## src/rtl/ifetch_unit_if.sv

```systemverilog
// Fetch-side bundle of the instruction fetch front end: the request/done
// handshake toward the memory controller, the decoder-facing instruction
// queue head, and the global ready / ROB rollback controls.
interface ifetch_unit_if;
  logic        rdy;
  logic        rollback;
  logic [31:0] rollback_pc;
  logic        if_req_valid;
  logic [31:0] if_req_addr;
  logic        if_done;
  logic [31:0] if_data;
  logic        iq_valid;
  logic [31:0] iq_inst;
  logic [31:0] iq_pc;
  logic [31:0] iq_pred_pc;
  logic        iq_pop;

  // Fetch unit side
  modport master (
    input  rdy, rollback, rollback_pc, if_done, if_data, iq_pop,
    output if_req_valid, if_req_addr, iq_valid, iq_inst, iq_pc, iq_pred_pc
  );

  // Memory controller / decoder / ROB side
  modport slave (
    output rdy, rollback, rollback_pc, if_done, if_data, iq_pop,
    input  if_req_valid, if_req_addr, iq_valid, iq_inst, iq_pc, iq_pred_pc
  );
endinterface

```

## src/rtl/ifetch_unit.sv

```systemverilog
// Instruction fetch front end: one outstanding word fetch at a time, static
// JAL redirect at fetch, in-order circular instruction queue toward the
// decoder, and flush/redirect on ROB rollback.
module ifetch_unit #(
  parameter logic [31:0] RESET_PC    = 32'h0000_0000,
  parameter int          QUEUE_DEPTH = 4
) (
  input  logic          clk,
  input  logic          rst,
  ifetch_unit_if.master bus
);
  localparam int            AW      = $clog2(QUEUE_DEPTH);
  localparam int            CW      = AW + 1;
  localparam logic [CW-1:0] DEPTH_C = CW'(QUEUE_DEPTH);
  localparam logic [6:0]    OPC_JAL = 7'b1101111;

  typedef enum logic {S_IDLE, S_WAIT} state_t;

  state_t        state_q, state_d;
  logic [31:0]   pc_q, pc_d;
  logic          req_valid_q, req_valid_d;
  logic [31:0]   req_addr_q, req_addr_d;
  logic [AW-1:0] head_q, head_d;
  logic [AW-1:0] tail_q, tail_d;
  logic [CW-1:0] count_q, count_d;

  logic [31:0]   inst_mem [QUEUE_DEPTH];
  logic [31:0]   pc_mem   [QUEUE_DEPTH];
  logic [31:0]   pred_mem [QUEUE_DEPTH];

  logic          push;
  logic          pop;
  logic [31:0]   jal_imm;
  logic [31:0]   next_pc;

  // Static next-PC prediction for the returned word: JAL target or fall-through
  always_comb begin
    jal_imm = {{11{bus.if_data[31]}}, bus.if_data[31], bus.if_data[19:12],
               bus.if_data[20], bus.if_data[30:21], 1'b0};
    if (bus.if_data[6:0] == OPC_JAL) begin
      next_pc = pc_q + jal_imm;
    end else begin
      next_pc = pc_q + 32'd4;
    end
  end

  // Next-state logic: rollback outranks everything, rdy=0 freezes all state
  always_comb begin
    state_d     = state_q;
    pc_d        = pc_q;
    req_valid_d = req_valid_q;
    req_addr_d  = req_addr_q;
    head_d      = head_q;
    tail_d      = tail_q;
    count_d     = count_q;
    push        = 1'b0;
    pop         = 1'b0;

    if (bus.rdy) begin
      if (bus.rollback) begin
        // Flush the queue and drop any in-flight word; mem_ctrl aborts too
        state_d     = S_IDLE;
        pc_d        = bus.rollback_pc;
        req_valid_d = 1'b0;
        head_d      = '0;
        tail_d      = '0;
        count_d     = '0;
      end else begin
        pop = bus.iq_pop && (count_q != '0);
        case (state_q)
          S_IDLE: begin
            // Issue only with a guaranteed free slot for the returning word
            if (count_q < DEPTH_C) begin
              req_valid_d = 1'b1;
              req_addr_d  = pc_q;
              state_d     = S_WAIT;
            end
          end
          S_WAIT: begin
            if (bus.if_done) begin
              req_valid_d = 1'b0;
              push        = 1'b1;
              pc_d        = next_pc;
              state_d     = S_IDLE;
            end
          end
          default: state_d = S_IDLE;
        endcase

        if (push) begin
          tail_d = tail_q + AW'(1);
        end
        if (pop) begin
          head_d = head_q + AW'(1);
        end
        if (push && !pop) begin
          count_d = count_q + CW'(1);
        end else if (!push && pop) begin
          count_d = count_q - CW'(1);
        end
      end
    end
  end

  // Control and pointer registers with asynchronous reset
  always_ff @(posedge clk or posedge rst) begin
    if (rst) begin
      state_q     <= S_IDLE;
      pc_q        <= RESET_PC;
      req_valid_q <= 1'b0;
      req_addr_q  <= 32'h0000_0000;
      head_q      <= '0;
      tail_q      <= '0;
      count_q     <= '0;
    end else begin
      state_q     <= state_d;
      pc_q        <= pc_d;
      req_valid_q <= req_valid_d;
      req_addr_q  <= req_addr_d;
      head_q      <= head_d;
      tail_q      <= tail_d;
      count_q     <= count_d;
    end
  end

  // Queue storage write; contents need no reset since count gates visibility
  always_ff @(posedge clk) begin
    if (push) begin
      inst_mem[tail_q] <= bus.if_data;
      pc_mem[tail_q]   <= pc_q;
      pred_mem[tail_q] <= next_pc;
    end
  end

  assign bus.if_req_valid = req_valid_q;
  assign bus.if_req_addr  = req_addr_q;
  assign bus.iq_valid     = (count_q != '0);
  assign bus.iq_inst      = inst_mem[head_q];
  assign bus.iq_pc        = pc_mem[head_q];
  assign bus.iq_pred_pc   = pred_mem[head_q];

endmodule

```

## src/flat_wrapper.sv

```systemverilog
// flat-port wrapper written by rule: the top's interface ports become plain ports
module ifetch_unit_flat 
#(
  parameter logic [31:0] RESET_PC    = 32'h0000_0000,
  parameter int          QUEUE_DEPTH = 4
)
  (clk, rst, bus_rdy, bus_rollback, bus_rollback_pc, bus_if_done, bus_if_data, bus_iq_pop, bus_if_req_valid, bus_if_req_addr, bus_iq_valid, bus_iq_inst, bus_iq_pc, bus_iq_pred_pc);
  ifetch_unit_if bus_i ();
  input  logic clk;
  input  logic rst;
  input wire logic [$bits(bus_i.rdy)-1:0] bus_rdy;
  input wire logic [$bits(bus_i.rollback)-1:0] bus_rollback;
  input wire logic [$bits(bus_i.rollback_pc)-1:0] bus_rollback_pc;
  input wire logic [$bits(bus_i.if_done)-1:0] bus_if_done;
  input wire logic [$bits(bus_i.if_data)-1:0] bus_if_data;
  input wire logic [$bits(bus_i.iq_pop)-1:0] bus_iq_pop;
  output wire logic [$bits(bus_i.if_req_valid)-1:0] bus_if_req_valid;
  output wire logic [$bits(bus_i.if_req_addr)-1:0] bus_if_req_addr;
  output wire logic [$bits(bus_i.iq_valid)-1:0] bus_iq_valid;
  output wire logic [$bits(bus_i.iq_inst)-1:0] bus_iq_inst;
  output wire logic [$bits(bus_i.iq_pc)-1:0] bus_iq_pc;
  output wire logic [$bits(bus_i.iq_pred_pc)-1:0] bus_iq_pred_pc;
  assign bus_i.rdy = bus_rdy;
  assign bus_i.rollback = bus_rollback;
  assign bus_i.rollback_pc = bus_rollback_pc;
  assign bus_i.if_done = bus_if_done;
  assign bus_i.if_data = bus_if_data;
  assign bus_i.iq_pop = bus_iq_pop;
  assign bus_if_req_valid = bus_i.if_req_valid;
  assign bus_if_req_addr = bus_i.if_req_addr;
  assign bus_iq_valid = bus_i.iq_valid;
  assign bus_iq_inst = bus_i.iq_inst;
  assign bus_iq_pc = bus_i.iq_pc;
  assign bus_iq_pred_pc = bus_i.iq_pred_pc;
  ifetch_unit #(.RESET_PC(RESET_PC), .QUEUE_DEPTH(QUEUE_DEPTH)) u_core (.clk(clk), .rst(rst), .bus(bus_i));
endmodule
```

## config.mk

```make
export PLATFORM = sky130hd
export DESIGN_NAME = ifetch_unit_flat
export DESIGN_NICKNAME = d
export VERILOG_FILES = /design/src/rtl/ifetch_unit_if.sv /design/src/rtl/ifetch_unit.sv /design/src/flat_wrapper.sv
export SDC_FILE = /design/constraint.sdc
export NUM_CORES = 1
export LEC_CHECK = 0
export BUFFER_PORTS_ARGS = -buffer_cell sky130_fd_sc_hd__buf_2
export CAP_MARGIN = 20
export CORE_ASPECT_RATIO = 0.9
export CORE_MARGIN = 2
export CORE_UTILIZATION = 40
export DETAILED_ROUTE_END_ITERATION = 8
export GPL_TIMING_DRIVEN = 0
export HOLD_SLACK_MARGIN = 0.02
export PLACE_DENSITY = 0.69
export SYNTH_ARGS = -nofsm -noshare
export SYNTH_HDL_FRONTEND = slang
export SYNTH_SLANG_ARGS = --single-unit
export TNS_END_PERCENT = 5
```

## constraint.sdc

```tcl
create_clock -name clk -period 3.5 [get_ports clk]
set_input_delay 0.7 -clock clk [delete_from_list [all_inputs] [get_ports clk]]
set_output_delay 0.7 -clock clk [all_outputs]
set_load 0.005 [all_outputs]
```

==> metrics.md <==
| Metric | Value |
|---|---|
| Status | completed |
| Distinct cells, synth | 76 |
| Die W | 237.1 um |
| Die area | between 50,000 and 60,000 um^2 |
| GRT Total Usage | 19.25% |
| CTS buffer count | 48 |
| Maximum root-to-sink buffer count | 3 |
| Skew-Pair Late Insertion Delay | 580 ps |
| P per Cell Area | approximately 700 nW/um^2 |
| Crit-path slowest cell | a2111oi_1 |
| Worst Path Required | just over 4000 ps |
| Post-synth EDFFs | 380 |
| Reg2reg end | u_core.pc_q[30]$_DFFE_PP0P_ |
| Startpoint types | flip-flop |
| R2R Setup Slk | 50 ps |
| Area delta synth->final | 19.34% |
| Vias per std cell | 5.466 |
| Crit-path max FO | 12 |
| Routed Antenna Nets | 0 |
| First-pass GRT wire length | between 70,000 and 80,000 um |
| Clk slew on worst S/H paths | 60 ps |
| R2r startpoint | u_core.pc_q[4]$_DFFE_PP0P_ |
| Post-synthesis register bit count | 453 |
| Remaining global-route overflow | 0 |
| Share of cells above drive strength 1 | 31.19% |
| Launch point of the worst path | u_core.pc_q[4]$_DFFE_PP0P_ |
| FP Rows | 76 |
| Actual slew at the worst max-slew pin | 982.3 ps |
| Number of global-route vias before repair | 11,650 |
| CP endpoint kind | flip-flop |
| Post-route DRC | 0 |
| Post-synth ARST share | 16.11% |
| DP Wirelength | approximately 34,000 um |
| Mean cell area of the mapped netlist | roughly 17 um^2 |
| First-pass iteration count of the detailed router | 5 |
| # setup viols final | 0 |
| CP Cell Sequence | ha_1 > o21ai_0 > o21ai_1 > nand4_1 > a2111oi_1 > o21ai_0 > a32o_1 > nor2_2 > a21o_1 |
| Final Max Slew Viols | 0 |
| Slew headroom | ~34% |
| Total power | 16.38 mW |
| Syn Inst Count | 1,182 |
| Pin count of the biggest net entering global routing | 58 |
| Initial antenna violation count | 2 |
| Clk root buf | clkbuf_16 |
| Setup slack after placement | -221.0 ps |
| Sequential fraction of the synthesis area | about two thirds |
| Crit path time final | between 3000 and 4000 ps |
| Port buffer count | 199 |
| Routability cong. | a little under 0.9 |
| Peak VDD IR | 0.0002929 V |
| Post-CTS setup buffers | 0 |
| Worst EP arrival | 3970 ps |
| Endpoints failing hold | 0 |
| Crit-path most repeated cell | o21ai_0 |
| Vias after detailed routing | 11,500 |
| RSZ-0062 raised after global routing | true |
| Mapped Area | approximately 20,000 um^2 |
| Htree depth | 2 |
| Clock sink count | 453 |
| Final wirelength | 48,580 um |
| Leakage power total | 8.422 nW |
| First DRT Iteration DRCs | between 800 and 900 |
| Setup Skew | approximately 24 ps |
| Fmax achieved | 290.0 MHz |
| Synth warn | 0 |
| Final instance area | 23,350 um^2 |
| Crit path kind | flip-flop to flip-flop |
| Max incr delay on CP | 790 ps |
| Type of the worst min-delay path | primary input to asynchronous set/reset pin |
| Synth Flop Type | edfxtp_1 |
| Syn nets | ~1,300 |
| Max Cap Viol | 0 |
| Setup tns final | 0 ps |
| Initial core utilization | 40.66% |
| I/O pins | 200 |
| Min setup slack post-route | 52.30 ps |
| Area after DPL | 21,610 um^2 |
| Net total in the final layout | roughly 1,500 |
| Final Cycle Share | 98.51% |
| TritonCTS clock tree | built |
| R2R depth | 9 |
| Die height | 213.8 um |
| Core Region | 48,120 um^2 |
| Avg WL per Cell | 23.10 um |
-- worst max path at each step --
| stage | cells after the start | end | slack [ps] |
|---|---|---|---|
| finish | 9 | u_core.pc_q[30]$_DFFE_PP0P_ | 50 |
| CTS | 4 | bus_iq_pred_pc[28] | -90 |
| detailed placement | 10 | u_core.pc_q[30]$_DFFE_PP0P_ | -220 |
| floorplan | 3 | u_core.inst_mem[1][0]$_DFFE_PP_ | -600 |
| global placement | 4 | u_core.inst_mem[2][23]$_DFFE_PP_ | -3070 |
| global route | 3 | bus_iq_pc[12] | -80 |
-- synthesized netlist by cell type (all sizes together) (17+ instances only) --
library cell | count | area [um^2]
edfxtp | 380 | 11410
mux4 | 95 | 2140
nand2 | 83 | 314.1
dfrtp | 73 | 1827
nor2 | 51 | 196.4
a21oi | 49 | 252.8
o21ai | 44 | 220.2
clkbuf | 36 | 136.4
mux2 | 36 | 405.4
ha | 35 | 437.9
nand3 | 28 | 140.1
xnor2 | 26 | 227.7
xor2 | 26 | 227.7
a21o | 23 | 172.7
inv | 20 | 75.07
buf | 19 | 97.60
and3 | 17 | 106.4
mux2i | 17 | 170.2
-- placed cells by master, fill, tap and decap left out, types with 13 or more instances in the layout --
master     netlist  layout
nand3_1         28      28
clkbuf_1        35      38
mux2i_1         17      17
clkbuf_16        0      49
nand2_1         82      82
dfrtp_1         73      71
buf_2            6     204
nor2_1          49      49
xnor2_1         26      26
inv_1           18      17
edfxtp_1       380     380
xor2_1          26      26
mux2_2          36      36
a21oi_1         47      47
ha_1            35      35
a21o_1          23      23
and3_1          17      13
mux4_2          95      95
o21ai_0         37      37
-- metal layers --
layer	up-vias	track usage, %	routed length (um)
li1	5179	-	-
met1	5893	27.28	21950
met2	357	30.40	22540
met3	67	3.656	2903
met4	0	6.051	1182
met5	-	0	0
-- cell families (layout without fill, tap and decap cells) --
logic type	Yosys count	after routing	synth area share (%)
buffers and inverters	75	371	1.580
muxes	148	148	13.88
AOI/OAI and AO/OA	179	179	6.203
other	0	1	0
and+or+nand+nor	238	238	5.915
DFF	453	453	67.66
xor gates and xnor gates	52	52	2.328
adders and majority gates	37	37	2.443
-- flip-flops by register name, indices dropped and copies added, names as in the netlist --
register,flops
u_core.bus.if_req_valid,1
u_core.count_q,3
u_core.pc_mem,127
u_core.pred_mem,125
u_core.pc_q,32
u_core.head_q,2
u_core.state_q,1
u_core.tail_q,2
u_core.inst_mem,128
u_core.bus.if_req_addr,32
-- per-stage QoR --
stage,util (%),cells,hold slack (ps)
finish,48.53,2103,97.01
floorplan,-,1182,449.8
global route,48.53,2102,93.35
CTS,48.48,2102,65.27
detailed placement,44.90,2014,482.8
global placement,44.36,2005,474.6
-- cell type report --
cell class | instances | area, um^2
Inverter | 20 | 77.57
Multi-Input combinational cell | 654 | 6048
Antenna cell | 1 | 2.502
Fill cell | 4097 | 24770
Buffer | 53 | 244.0
Sequential cell | 453 | 13240
Clock buffer | 62 | 1335
Timing Repair Buffer | 208 | 1236
Tap cell | 624 | 780.7
Clock inverter | 28 | 386.6
-- power breakdown --
group          switching [mW]  leakage, nW  internal [mW]  total, mW
combinational            2.09         3.26           1.83       3.92
sequential              0.497         4.32           6.55       7.05
clock                    2.10        0.845           3.31       5.41
total                    4.69         8.42           11.7       16.4
-- worst max-delay path, delay by kind of cell, from the launching register on --
family                     cells  cell delay (ps)
and+or+nand+nor                2              450
adders and majority gates      1              440
DFF                            1              550
AOI/OAI and AO/OA              6             1960
-- timing repair --
| item | CTS | global route |
|---|---|---|
| hold buffers | 0 | 0 |
| pin swaps | 0 | 0 |
| setup endpoints to repair | 96 | 103 |
| resized for setup | 5 | 9 |
Note: power is estimated with default switching activity, not from simulation.
